$ cat config.mk
export PLATFORM = sky130hd
export DESIGN_NAME = vga_timing_gen
export DESIGN_NICKNAME = d
export VERILOG_FILES = /design/src/rtl/vga_pkg.sv /design/src/rtl/vga_counter.sv /design/src/rtl/vga_timing_gen.sv
export SDC_FILE = /design/constraint.sdc
export NUM_CORES = 1
export LEC_CHECK = 0
export CORE_MARGIN = 2
export CORE_UTILIZATION = 45
export DETAILED_ROUTE_END_ITERATION = 8
export DONT_BUFFER_PORTS = 1
export GPL_ROUTABILITY_DRIVEN = 1
export GPL_TIMING_DRIVEN = 0
export PLACE_DENSITY = 0.7
export SETUP_SLACK_MARGIN = 0.5
export SLEW_MARGIN = 20
export SYNTH_ARGS = -nofsm -noshare
export SYNTH_HDL_FRONTEND = slang
export SYNTH_SLANG_ARGS = --single-unit
$ cat constraint.sdc
create_clock -name vclock -period 5.7 [get_ports vclock]
set_input_delay 0.855 -clock vclock [delete_from_list [all_inputs] [get_ports vclock]]
set_output_delay 0.855 -clock vclock [all_outputs]
set_load 0.1 [all_outputs]
$ cat src/rtl/vga_pkg.sv
// Shared 1024x768@60 raster constants and update-handshake state encoding,
// used by the timing generator and the writer-side blocks that follow its grants.
package vga_pkg;
  localparam int HW  = 11;
  localparam int VW  = 10;
  localparam int FCW = 16;

  localparam int VGA_H_ACTIVE = 1024;
  localparam int VGA_H_FP     = 24;
  localparam int VGA_H_SYNC   = 136;
  localparam int VGA_H_BP     = 160;
  localparam int VGA_H_TOTAL  = VGA_H_ACTIVE + VGA_H_FP + VGA_H_SYNC + VGA_H_BP;

  localparam int VGA_V_ACTIVE = 768;
  localparam int VGA_V_FP     = 3;
  localparam int VGA_V_SYNC   = 6;
  localparam int VGA_V_BP     = 29;
  localparam int VGA_V_TOTAL  = VGA_V_ACTIVE + VGA_V_FP + VGA_V_SYNC + VGA_V_BP;

  // Sync windows are [start, end): end is the first index with sync released.
  localparam int VGA_H_SYNC_START = VGA_H_ACTIVE + VGA_H_FP;
  localparam int VGA_H_SYNC_END   = VGA_H_SYNC_START + VGA_H_SYNC;
  localparam int VGA_V_SYNC_START = VGA_V_ACTIVE + VGA_V_FP;
  localparam int VGA_V_SYNC_END   = VGA_V_SYNC_START + VGA_V_SYNC;

  typedef enum logic [1:0] {
    IDLE  = 2'd0,
    ARMED = 2'd1,
    ACK   = 2'd2
  } upd_state_t;
endpackage

$ cat src/rtl/vga_counter.sv
// Horizontal/vertical raster counter pair; registered counts plus their next values, one-cycle latency.
// No backpressure: advances every vclock, synchronous active-low reset to 0,0.
module vga_counter
  import vga_pkg::*;
#(
  parameter int H_TOTAL = VGA_H_TOTAL,
  parameter int V_TOTAL = VGA_V_TOTAL
) (
  input  logic          vclock,
  input  logic          reset_n,
  output logic [HW-1:0] hcount,
  output logic [VW-1:0] vcount,
  output logic [HW-1:0] hcount_nxt,
  output logic [VW-1:0] vcount_nxt
);
  localparam logic [HW-1:0] H_LAST = HW'(H_TOTAL - 1);
  localparam logic [VW-1:0] V_LAST = VW'(V_TOTAL - 1);

  logic h_wrap;

  always_comb begin
    h_wrap     = (hcount == H_LAST);
    hcount_nxt = h_wrap ? '0 : hcount + HW'(1);
    vcount_nxt = vcount;
    if (h_wrap) begin
      vcount_nxt = (vcount == V_LAST) ? '0 : vcount + VW'(1);
    end
  end

  always_ff @(posedge vclock) begin
    if (!reset_n) begin
      hcount <= '0;
      vcount <= '0;
    end else begin
      hcount <= hcount_nxt;
      vcount <= vcount_nxt;
    end
  end
endmodule

$ cat src/rtl/vga_timing_gen.sv
// VGA raster timing plus a vertical-blanking update handshake; every output registered and aligned to hcount/vcount.
// No backpressure; VGA_TIMING_FRAME_COUNTER_EN adds a completed-frame counter, otherwise frame_count is tied to 0.
module vga_timing_gen
  import vga_pkg::*;
#(
  parameter int H_ACTIVE = VGA_H_ACTIVE,
  parameter int H_FP     = VGA_H_FP,
  parameter int H_SYNC   = VGA_H_SYNC,
  parameter int H_BP     = VGA_H_BP,
  parameter int V_ACTIVE = VGA_V_ACTIVE,
  parameter int V_FP     = VGA_V_FP,
  parameter int V_SYNC   = VGA_V_SYNC,
  parameter int V_BP     = VGA_V_BP
) (
  input  logic           vclock,
  input  logic           reset_n,
  input  logic           update_req,
  output logic [HW-1:0]  hcount,
  output logic [VW-1:0]  vcount,
  output logic           hsync,
  output logic           vsync,
  output logic           blank,
  output logic           frame_start,
  output logic           update_ack,
  output logic [FCW-1:0] frame_count
);
  localparam int H_TOTAL = H_ACTIVE + H_FP + H_SYNC + H_BP;
  localparam int V_TOTAL = V_ACTIVE + V_FP + V_SYNC + V_BP;

  localparam logic [HW-1:0] H_ACT    = HW'(H_ACTIVE);
  localparam logic [HW-1:0] HS_START = HW'(H_ACTIVE + H_FP);
  localparam logic [HW-1:0] HS_END   = HW'(H_ACTIVE + H_FP + H_SYNC);
  localparam logic [VW-1:0] V_ACT    = VW'(V_ACTIVE);
  localparam logic [VW-1:0] VS_START = VW'(V_ACTIVE + V_FP);
  localparam logic [VW-1:0] VS_END   = VW'(V_ACTIVE + V_FP + V_SYNC);

  logic [HW-1:0] h_nxt;
  logic [VW-1:0] v_nxt;
  logic          grant_pt;
  logic          next_frame_start;
  upd_state_t    state;
  logic          ack_holdoff;

  vga_counter #(
    .H_TOTAL(H_TOTAL),
    .V_TOTAL(V_TOTAL)
  ) u_counter (
    .vclock    (vclock),
    .reset_n   (reset_n),
    .hcount    (hcount),
    .vcount    (vcount),
    .hcount_nxt(h_nxt),
    .vcount_nxt(v_nxt)
  );

  // Decoding the next position keeps the flags in step with the registered counts.
  assign grant_pt         = (h_nxt == '0) && (v_nxt == V_ACT);
  assign next_frame_start = (h_nxt == '0) && (v_nxt == '0);

  always_ff @(posedge vclock) begin
    if (!reset_n) begin
      hsync       <= 1'b1;
      vsync       <= 1'b1;
      blank       <= 1'b0;
      frame_start <= 1'b1;
    end else begin
      hsync       <= !((h_nxt >= HS_START) && (h_nxt < HS_END));
      vsync       <= !((v_nxt >= VS_START) && (v_nxt < VS_END));
      blank       <= (h_nxt >= H_ACT) || (v_nxt >= V_ACT);
      frame_start <= next_frame_start;
    end
  end

  // The ack lands on the cycle showing the first blanking line at hcount 0.
  always_ff @(posedge vclock) begin
    if (!reset_n) begin
      state       <= IDLE;
      update_ack  <= 1'b0;
      ack_holdoff <= 1'b0;
    end else begin
      update_ack  <= 1'b0;
      ack_holdoff <= 1'b0;
      case (state)
        IDLE: begin
          if (update_req && !ack_holdoff) state <= ARMED;
        end
        ARMED: begin
          if (!update_req) begin
            state <= IDLE;
          end else if (grant_pt) begin
            state      <= ACK;
            update_ack <= 1'b1;
          end
        end
        ACK: begin
          state       <= IDLE;
          ack_holdoff <= 1'b1;
        end
        default: state <= IDLE;
      endcase
    end
  end

`ifdef VGA_TIMING_FRAME_COUNTER_EN
  always_ff @(posedge vclock) begin
    if (!reset_n) begin
      frame_count <= '0;
    end else if (next_frame_start) begin
      frame_count <= frame_count + FCW'(1);
    end
  end
`else
  assign frame_count = '0;
`endif
endmodule

== After elaboration in Yosys (flattened, before gate mapping) ==
Index checks and enable logic that the tools add are counted.

* Register bits: 29
* Output and inout port bits: 42
* Word-level logic and storage cells: 47

* $add $sub $neg: 2
* $lt $le $gt $ge: 6
* Equality and inequality tests: 7
* Mux-type cells: 9
* Reductions and logical operators: 14

{| class="wikitable"
|+ Operators with widths
! cell !! number
|-
| $ge 11x11->1 const B || 2
|-
| $eq 10x10->1 const B || 2
|-
| $ge 10x10->1 const B || 2
|-
| $mux 10 || 2
|-
| $add 11x1->11 const B || 1
|-
| $eq 11x11->1 const B || 1
|-
| $logic_not 11->1 || 1
|-
| $lt 11x11->1 const B || 1
|-
| $mux 11 || 1
|-
| $add 10x1->10 const B || 1
|-
| $logic_not 10->1 || 1
|-
| $lt 10x10->1 const B || 1
|-
| $mux 2 || 3
|-
| $logic_and 1x1->1 || 5
|-
| $pmux 2 s2 || 1
|-
| $logic_not 1->1 || 3
|-
| $ne 3x3->1 const B || 1
|-
| $reduce_and 3->1 || 1
|-
| $eq 2x1->1 const B || 1
|-
| $eq 2x2->1 const B || 1
|-
| $logic_not 2->1 || 1
|-
| $mux 1 || 2
|-
| $ne 2x2->1 const B || 1
|-
| $reduce_and 2->1 || 1
|-
| $logic_or 1x1->1 || 1
|}

== Longest topological paths before layout ==
* Depth after elaboration: 8
* Depth in mapped cells: 9
* Depth with buffers taken out: 8

== Modules after synthesis ==
From an unflattened synthesis, not the netlist that was laid out.

* Cells, all modules: 192
* Area total of the unflattened synthesis: 1,619.1 sq um

{| class="wikitable"
|+ By module, submodules not included
! module !! times used !! cells an instance !! area each (sq um) !! seq. area each (sq um)
|-
| vga_counter || 1 || 141 || 1,124.8 || 420.4
|-
| vga_timing_gen || 1 || 51 || 494.2 || 160.2
|}

== Worst setup path after synthesis ==
OpenSTA, ideal clock, no wires.

* Path type: register to register
* Start point: reg u_counter.hcount[0]
* End point: reg state[0]
* Setup time: 120 ps
* Arrival: 3,065 ps
* Required time: 5,580 ps
* Setup slack: 2,515 ps
* Stages on the path, launching flop included: 9
* Path buffers: 1
* Clock period less this slack: 3,185 ps
* Path through: dfxtp_1 ha_1 buf_1 xnor2_1 nand2_1 o31ai_1 a21oi_1 or4_4 o31a_1

* Word-level cells in the longest chain between the ends: 6
* Elaborated cells on any way between the ends: 9

{| class="wikitable"
|+ Ends and longest elaborated chain
! what !! line !! source
|-
| start: declaration || vga_counter.sv:11 || <nowiki>output logic [HW-1:0] hcount,</nowiki>
|-
| start signal: assignment || vga_counter.sv:35 || <nowiki>hcount <= hcount_nxt;</nowiki>
|-
| $add 11x1->11 / $eq 11x11->1 (equally long branches) || vga_counter.sv:23, vga_counter.sv:22 ||
|-
| $mux 11 / $mux 10 (equally long branches) || vga_counter.sv:23, vga_counter.sv:25 ||
|-
| $logic_not 11->1 / $eq 10x10->1 (equally long branches) || vga_timing_gen.sv:57 || <nowiki>assign grant_pt = (h_nxt == '0) && (v_nxt == V_ACT);</nowiki>
|-
| $logic_and 1x1->1 * || vga_timing_gen.sv:57 ||
|-
| $ne 3x3->1 (no line) * || n/a ||
|-
| $reduce_and 2->1 (no line) * || n/a ||
|-
| end signal: assignment || vga_timing_gen.sv:77 || <nowiki>state <= IDLE;</nowiki>
|-
| end signal: assignment || vga_timing_gen.sv:85 || <nowiki>if (update_req && !ack_holdoff) state <= ARMED;</nowiki>
|-
| end signal: assignment || vga_timing_gen.sv:89 || <nowiki>state <= IDLE;</nowiki>
|-
| end: declaration || vga_timing_gen.sv:41 || <nowiki>upd_state_t state;</nowiki>
|}

Every way passes the cells marked *; elsewhere a longest branch is shown, timed or not.
A chain may end at the register's enable or synchronous reset.

== Final worst setup path ==
* Start point: reg u_counter.hcount[1]
* End point: reg state[0]

Same word-level chain as after synthesis.

==> report_table.html <==
<table>
<tr><th>Metric</th><th>Value</th></tr>
<tr><th colspan="2">Outcome</th></tr>
<tr><td>Run status</td><td>complete, no violations</td></tr>
<tr><th colspan="2">Job</th></tr>
<tr><td>Max cap viols</td><td>0</td></tr>
<tr><th colspan="2">Layout</th></tr>
<tr><td>NumNets Final</td><td>255</td></tr>
<tr><td>Antenna diodes</td><td>0</td></tr>
<tr><td>Area growth from synthesis to layout</td><td>11.1%</td></tr>
<tr><td>Final Non-Filler Cells</td><td>299</td></tr>
<tr><td>Filler Cell Count</td><td>399</td></tr>
<tr><td>Fraction of final layout cells sized beyond drive strength 1</td><td>0.185</td></tr>
<tr><th colspan="2">Worst setup path</th></tr>
<tr><td>Worst-path cell chain</td><td>ha_1, buf_1, xnor2_1, nand2_1, o31ai_1, a21oi_1, or4_4, o31a_1</td></tr>
<tr><td>Max stage delay cell, worst path</td><td>sky130_fd_sc_hd__dfxtp_1</td></tr>
<tr><td>Crit. End Element</td><td>register</td></tr>
<tr><td>Worst setup path class</td><td>reg -&gt; reg</td></tr>
<tr><td>Reg-to-reg startpoint</td><td>u_counter.hcount[1]$_SDFF_PN0_</td></tr>
<tr><td>Stage delay of the slowest cell on the critical path</td><td>1.08 ns</td></tr>
<tr><td>Startpoint kind of the worst setup timing path</td><td>register</td></tr>
<tr><td>CP max FO</td><td>10</td></tr>
<tr><td>Number of cells on the worst reg-to-reg path</td><td>8</td></tr>
<tr><td>Worst path buffer plus inverter count</td><td>1</td></tr>
<tr><td>Delay-heaviest family, CP</td><td>flip-flops</td></tr>
<tr><td>Worst R2R Setup Slack</td><td>2.14 ns</td></tr>
<tr><td>Launch point of the worst path</td><td>u_counter.hcount[1]$_SDFF_PN0_</td></tr>
<tr><td>RR Endpoint</td><td>state[0]$_SDFFE_PN0P_</td></tr>
<tr><td>Data arrival time of the critical path</td><td>3.74 ns</td></tr>
<tr><td>Required time of the worst setup path</td><td>5.88 ns</td></tr>
<tr><th colspan="2">Synthesis</th></tr>
<tr><td>Seq/Total Area, Yosys</td><td>0.314</td></tr>
<tr><td>Avg Cell Area, Syn</td><td>8.17 um2</td></tr>
<tr><td>Post-synthesis instance total</td><td>226</td></tr>
<tr><td>Area of the mapped netlist</td><td>1850 um2</td></tr>
<tr><td>Main synth FF type</td><td>sky130_fd_sc_hd__dfxtp_1</td></tr>
<tr><td>Number of enable-type register cells in the synthesized netlist</td><td>0</td></tr>
<tr><td>Number of warning messages in the yosys log</td><td>0</td></tr>
<tr><td>Flop and latch count out of synthesis</td><td>29</td></tr>
<tr><td>Distinct cells, synth</td><td>48</td></tr>
<tr><td>Asr flop ratio synth</td><td>0</td></tr>
<tr><th colspan="2">Routing</th></tr>
<tr><td>First DRT Iteration DRCs</td><td>76</td></tr>
<tr><td>Detailed-routing iteration count for the pre-antenna-repair pass</td><td>4</td></tr>
<tr><td>Routed wire length</td><td>4.00 mm</td></tr>
<tr><td>Count of antenna-violating nets left after detailed routing</td><td>0</td></tr>
<tr><td>Residual DRC</td><td>0</td></tr>
<tr><td>Via/cell ratio</td><td>5.31</td></tr>
<tr><td>Count of vias placed by the detailed router</td><td>1,587</td></tr>
<tr><td>WL/cell</td><td>13.4 um</td></tr>
<tr><th colspan="2">CTS</th></tr>
<tr><td>Num CTS Buffers</td><td>5</td></tr>
<tr><td>Post-CTS setup buffers</td><td>0</td></tr>
<tr><td>H-tree levels</td><td>2</td></tr>
<tr><td># hold bufs at CTS</td><td>0</td></tr>
<tr><td>Register clock-pin slew on the reported worst setup and hold paths</td><td>0.06 ns</td></tr>
<tr><td>Clock root buffer</td><td>sky130_fd_sc_hd__clkbuf_8</td></tr>
<tr><td>Clock tree from TritonCTS</td><td>done</td></tr>
<tr><td>Insertion delay of the later-clocked pin in the worst-skew pair</td><td>0.28 ns</td></tr>
<tr><td>Clock Tree Buf Depth</td><td>2</td></tr>
<tr><td>Total number of clock tree sinks</td><td>29</td></tr>
<tr><td>Total of cells resized after clock tree synthesis</td><td>0</td></tr>
<tr><th colspan="2">Die</th></tr>
<tr><td>Initial core utilization</td><td>0.465</td></tr>
<tr><td>Row count</td><td>23</td></tr>
<tr><td>Die H</td><td>68.1 um</td></tr>
<tr><td>Horiz. Die Dim</td><td>68.1 um</td></tr>
<tr><td>I/O pins</td><td>45</td></tr>
<tr><td>Core outline area</td><td>3970 um2</td></tr>
<tr><td>Die area</td><td>4630 um2</td></tr>
<tr><th colspan="2">STA</th></tr>
<tr><td>Final period demand of the worst path</td><td>3.56 ns</td></tr>
<tr><td>Max-slew violation count</td><td>0</td></tr>
<tr><td>Top achievable clock speed</td><td>281 MHz</td></tr>
<tr><td>Layout Skew</td><td>0.00623 ns</td></tr>
<tr><td>Slew margin rel.</td><td>0.233</td></tr>
<tr><td>RSZ-0062 raised after global routing</td><td>no</td></tr>
<tr><td>Sum of negative setup slack</td><td>0 ns</td></tr>
<tr><td>Setup violators final</td><td>0</td></tr>
<tr><td>Final Hold Violating Endpoints</td><td>0</td></tr>
<tr><td>Transition at the pin with the smallest max-transition slack</td><td>1.15 ns</td></tr>
<tr><td>Period utilisation layout</td><td>0.624</td></tr>
<tr><th colspan="2">Global route</th></tr>
<tr><td>Number of global-route vias before repair</td><td>1,425</td></tr>
<tr><td>Initial antenna violation count</td><td>0</td></tr>
<tr><td>Global-route wire length before repair</td><td>6.62 mm</td></tr>
<tr><td>Most congested layer reported by global routing</td><td>met2</td></tr>
<tr><td>All-layer global routing usage</td><td>0.191</td></tr>
<tr><td>Routing usage on met1</td><td>0.244</td></tr>
<tr><td>Global route overflow</td><td>0</td></tr>
<tr><td>GR met2 Demand/Resource</td><td>0.282</td></tr>
<tr><td>Global routing met3 resource utilization</td><td>0.0592</td></tr>
<tr><td>Maximum number of pins on one net before global-route repair</td><td>11</td></tr>
<tr><th colspan="2">Power</th></tr>
<tr><td>Power density over the cells</td><td>224 nW/um2</td></tr>
<tr><td>Worst ir drop on vdd</td><td>0.123 mV</td></tr>
<tr><td>Power spent charging and discharging nets</td><td>0.000156 W</td></tr>
<tr><td>Share of power burned in combinational logic</td><td>0.153</td></tr>
<tr><td>Clk network pwr share</td><td>0.355</td></tr>
<tr><td>Static leakage power</td><td>0.792 nW</td></tr>
<tr><td>Sequential fraction of design power</td><td>0.492</td></tr>
<tr><td>Cell-internal power</td><td>0.000303 W</td></tr>
<tr><td>Switching share of power</td><td>0.340</td></tr>
<tr><th colspan="2">Hold path</th></tr>
<tr><td>Hold Path Cell Cnt</td><td>1</td></tr>
<tr><td>Hold-critical path endpoint</td><td>ack_holdoff$_SDFF_PN0_</td></tr>
<tr><td>Worst Hold Class</td><td>reg -&gt; reg</td></tr>
<tr><td>Start point of the worst hold path</td><td>state[1]$_SDFFE_PN0P_</td></tr>
<tr><th colspan="2">Placed design</th></tr>
<tr><td>Last weighted congestion value of the routability-driven placer</td><td>0.842</td></tr>
<tr><td>Final HPWL DP</td><td>2.96 mm</td></tr>
<tr><td>Placed Instances</td><td>291</td></tr>
<tr><td>PortBufs</td><td>0</td></tr>
</table>
[stage by stage]
step / cell area [um2] / hold WS [ns] / worst slack, ns / power (W) / utilization
2_1_floorplan: 1900 / 0.451 / 2.52 / 0.000295 / -
3_3_place_gp: 1970 / 0.460 / 2.19 / 0.000300 / 0.495
3_5_place_dp: 1970 / 0.477 / 2.18 / 0.000300 / 0.496
4_1_cts: 2050 / 0.485 / 2.17 / 0.000463 / 0.516
5_1_grt: 2050 / 0.511 / 1.95 / 0.000478 / 0.517
6_report: 2050 / 0.484 / 2.14 / 0.000459 / 0.517
[metal layers]
metal / vias up / routed length (um)
met1: 722 / 1810
met2: 48 / 1790
met3: 11 / 275
met5: - / 0
met4: 0 / 110
li1: 806 / -
[logic make-up (layout without fill, tap and decap cells)]
kind of cell | Yosys count | after routing | synth area share
compound gates | 37 | 37 | 0.134
xor+xnor | 17 | 17 | 0.0806
fa+ha+maj | 4 | 4 | 0.0271
buf+inv | 40 | 48 | 0.135
flops | 29 | 29 | 0.314
mux | 4 | 4 | 0.0217
other cells | 1 | 16 | 0.00203
simple gates | 94 | 94 | 0.285
[final cells by class]
| type | count | area, um2 | share of cell area |
|---|---|---|---|
| Clock inverter | 2 | 10.0 | 0.00488 |
| Inverter | 9 | 33.8 | 0.0165 |
| Sequential cell | 29 | 584 | 0.285 |
| Tap cell | 50 | 62.6 | 0.0305 |
| Multi-Input combinational cell | 172 | 1070 | 0.523 |
| Clock buffer | 6 | 72.6 | 0.0354 |
| Buffer | 31 | 215 | 0.105 |
[registers in the layout, indices dropped and copies added, names as in the netlist]
signal	count
u_counter.hcount	11
frame_start	1
hsync	1
update_ack	1
vsync	1
state	2
blank	1
ack_holdoff	1
u_counter.vcount	10
[placed cells by master, fill, tap and decap left out, types with 2 or more instances in the layout]
cell	count
sky130_fd_sc_hd__inv_1	9
sky130_fd_sc_hd__nor3_1	6
sky130_fd_sc_hd__xnor2_1	11
sky130_fd_sc_hd__buf_6	4
sky130_fd_sc_hd__mux2i_1	4
sky130_fd_sc_hd__clkinv_2	2
sky130_fd_sc_hd__nand4_1	9
sky130_fd_sc_hd__a21oi_1	11
sky130_fd_sc_hd__or2_2	2
sky130_fd_sc_hd__and3_1	3
sky130_fd_sc_hd__clkbuf_1	6
sky130_fd_sc_hd__conb_1	16
sky130_fd_sc_hd__buf_2	4
sky130_fd_sc_hd__dfxtp_2	3
sky130_fd_sc_hd__and4_1	2
sky130_fd_sc_hd__ha_1	4
sky130_fd_sc_hd__nand3_1	6
sky130_fd_sc_hd__nor2_1	29
sky130_fd_sc_hd__and4_4	2
sky130_fd_sc_hd__xor2_1	6
sky130_fd_sc_hd__o221ai_1	2
sky130_fd_sc_hd__nor4bb_1	3
sky130_fd_sc_hd__dfxtp_1	26
sky130_fd_sc_hd__o211ai_1	2
sky130_fd_sc_hd__o21ai_0	7
sky130_fd_sc_hd__buf_4	17
sky130_fd_sc_hd__or4_4	2
sky130_fd_sc_hd__clkbuf_8	5
sky130_fd_sc_hd__o21a_1	2
sky130_fd_sc_hd__nor4_1	2
sky130_fd_sc_hd__and2_1	6
sky130_fd_sc_hd__o31ai_1	3
sky130_fd_sc_hd__nand2_1	15
[worst max path at each step]
stage | endpoint | slack (ns) | cells after the start
after global placement | state[0]$_SDFFE_PN0P_ | 2.19 | 8
after CTS | state[0]$_SDFFE_PN0P_ | 2.17 | 8
after floorplan | state[0]$_SDFFE_PN0P_ | 2.52 | 8
final | state[0]$_SDFFE_PN0P_ | 2.14 | 8
after detailed placement | state[0]$_SDFFE_PN0P_ | 2.18 | 8
after global routing | state[0]$_SDFFE_PN0P_ | 1.95 | 8
[cells in the mapped netlist (2+ instances only)]
library cell,number,area [um2]
sky130_fd_sc_hd__a21oi_1,11,55.1
sky130_fd_sc_hd__and2_1,6,37.5
sky130_fd_sc_hd__and3_1,3,18.8
sky130_fd_sc_hd__and4_1,2,17.5
sky130_fd_sc_hd__and4_4,2,22.5
sky130_fd_sc_hd__buf_2,4,20.0
sky130_fd_sc_hd__buf_4,17,128
sky130_fd_sc_hd__buf_6,4,45.0
sky130_fd_sc_hd__clkbuf_1,5,18.8
sky130_fd_sc_hd__dfxtp_1,29,581
sky130_fd_sc_hd__ha_1,4,50.1
sky130_fd_sc_hd__inv_1,9,33.8
sky130_fd_sc_hd__mux2i_1,4,40.0
sky130_fd_sc_hd__nand2_1,15,56.3
sky130_fd_sc_hd__nand3_1,6,30.0
sky130_fd_sc_hd__nand4_1,9,56.3
sky130_fd_sc_hd__nor2_1,29,109
sky130_fd_sc_hd__nor3_1,6,30.0
sky130_fd_sc_hd__nor4_1,2,12.5
sky130_fd_sc_hd__nor4bb_1,3,30.0
sky130_fd_sc_hd__o211ai_1,2,15.0
sky130_fd_sc_hd__o21a_1,2,15.0
sky130_fd_sc_hd__o21ai_0,7,35.0
sky130_fd_sc_hd__o221ai_1,2,17.5
sky130_fd_sc_hd__o31ai_1,3,22.5
sky130_fd_sc_hd__or2_2,2,12.5
sky130_fd_sc_hd__or4_4,2,22.5
sky130_fd_sc_hd__xnor2_1,11,96.3
sky130_fd_sc_hd__xor2_1,6,52.6
[power by group through the flow]
stage                     sequential, W  combinational (W)  clock, W
final                          0.000226          0.0000703  0.000163
after global routing           0.000226          0.0000736  0.000177
after CTS                      0.000226          0.0000697  0.000167
after detailed placement       0.000231          0.0000697         0
after global placement         0.000230          0.0000694         0
after floorplan                0.000229          0.0000662         0
Power figures use the tool's default switching activity.
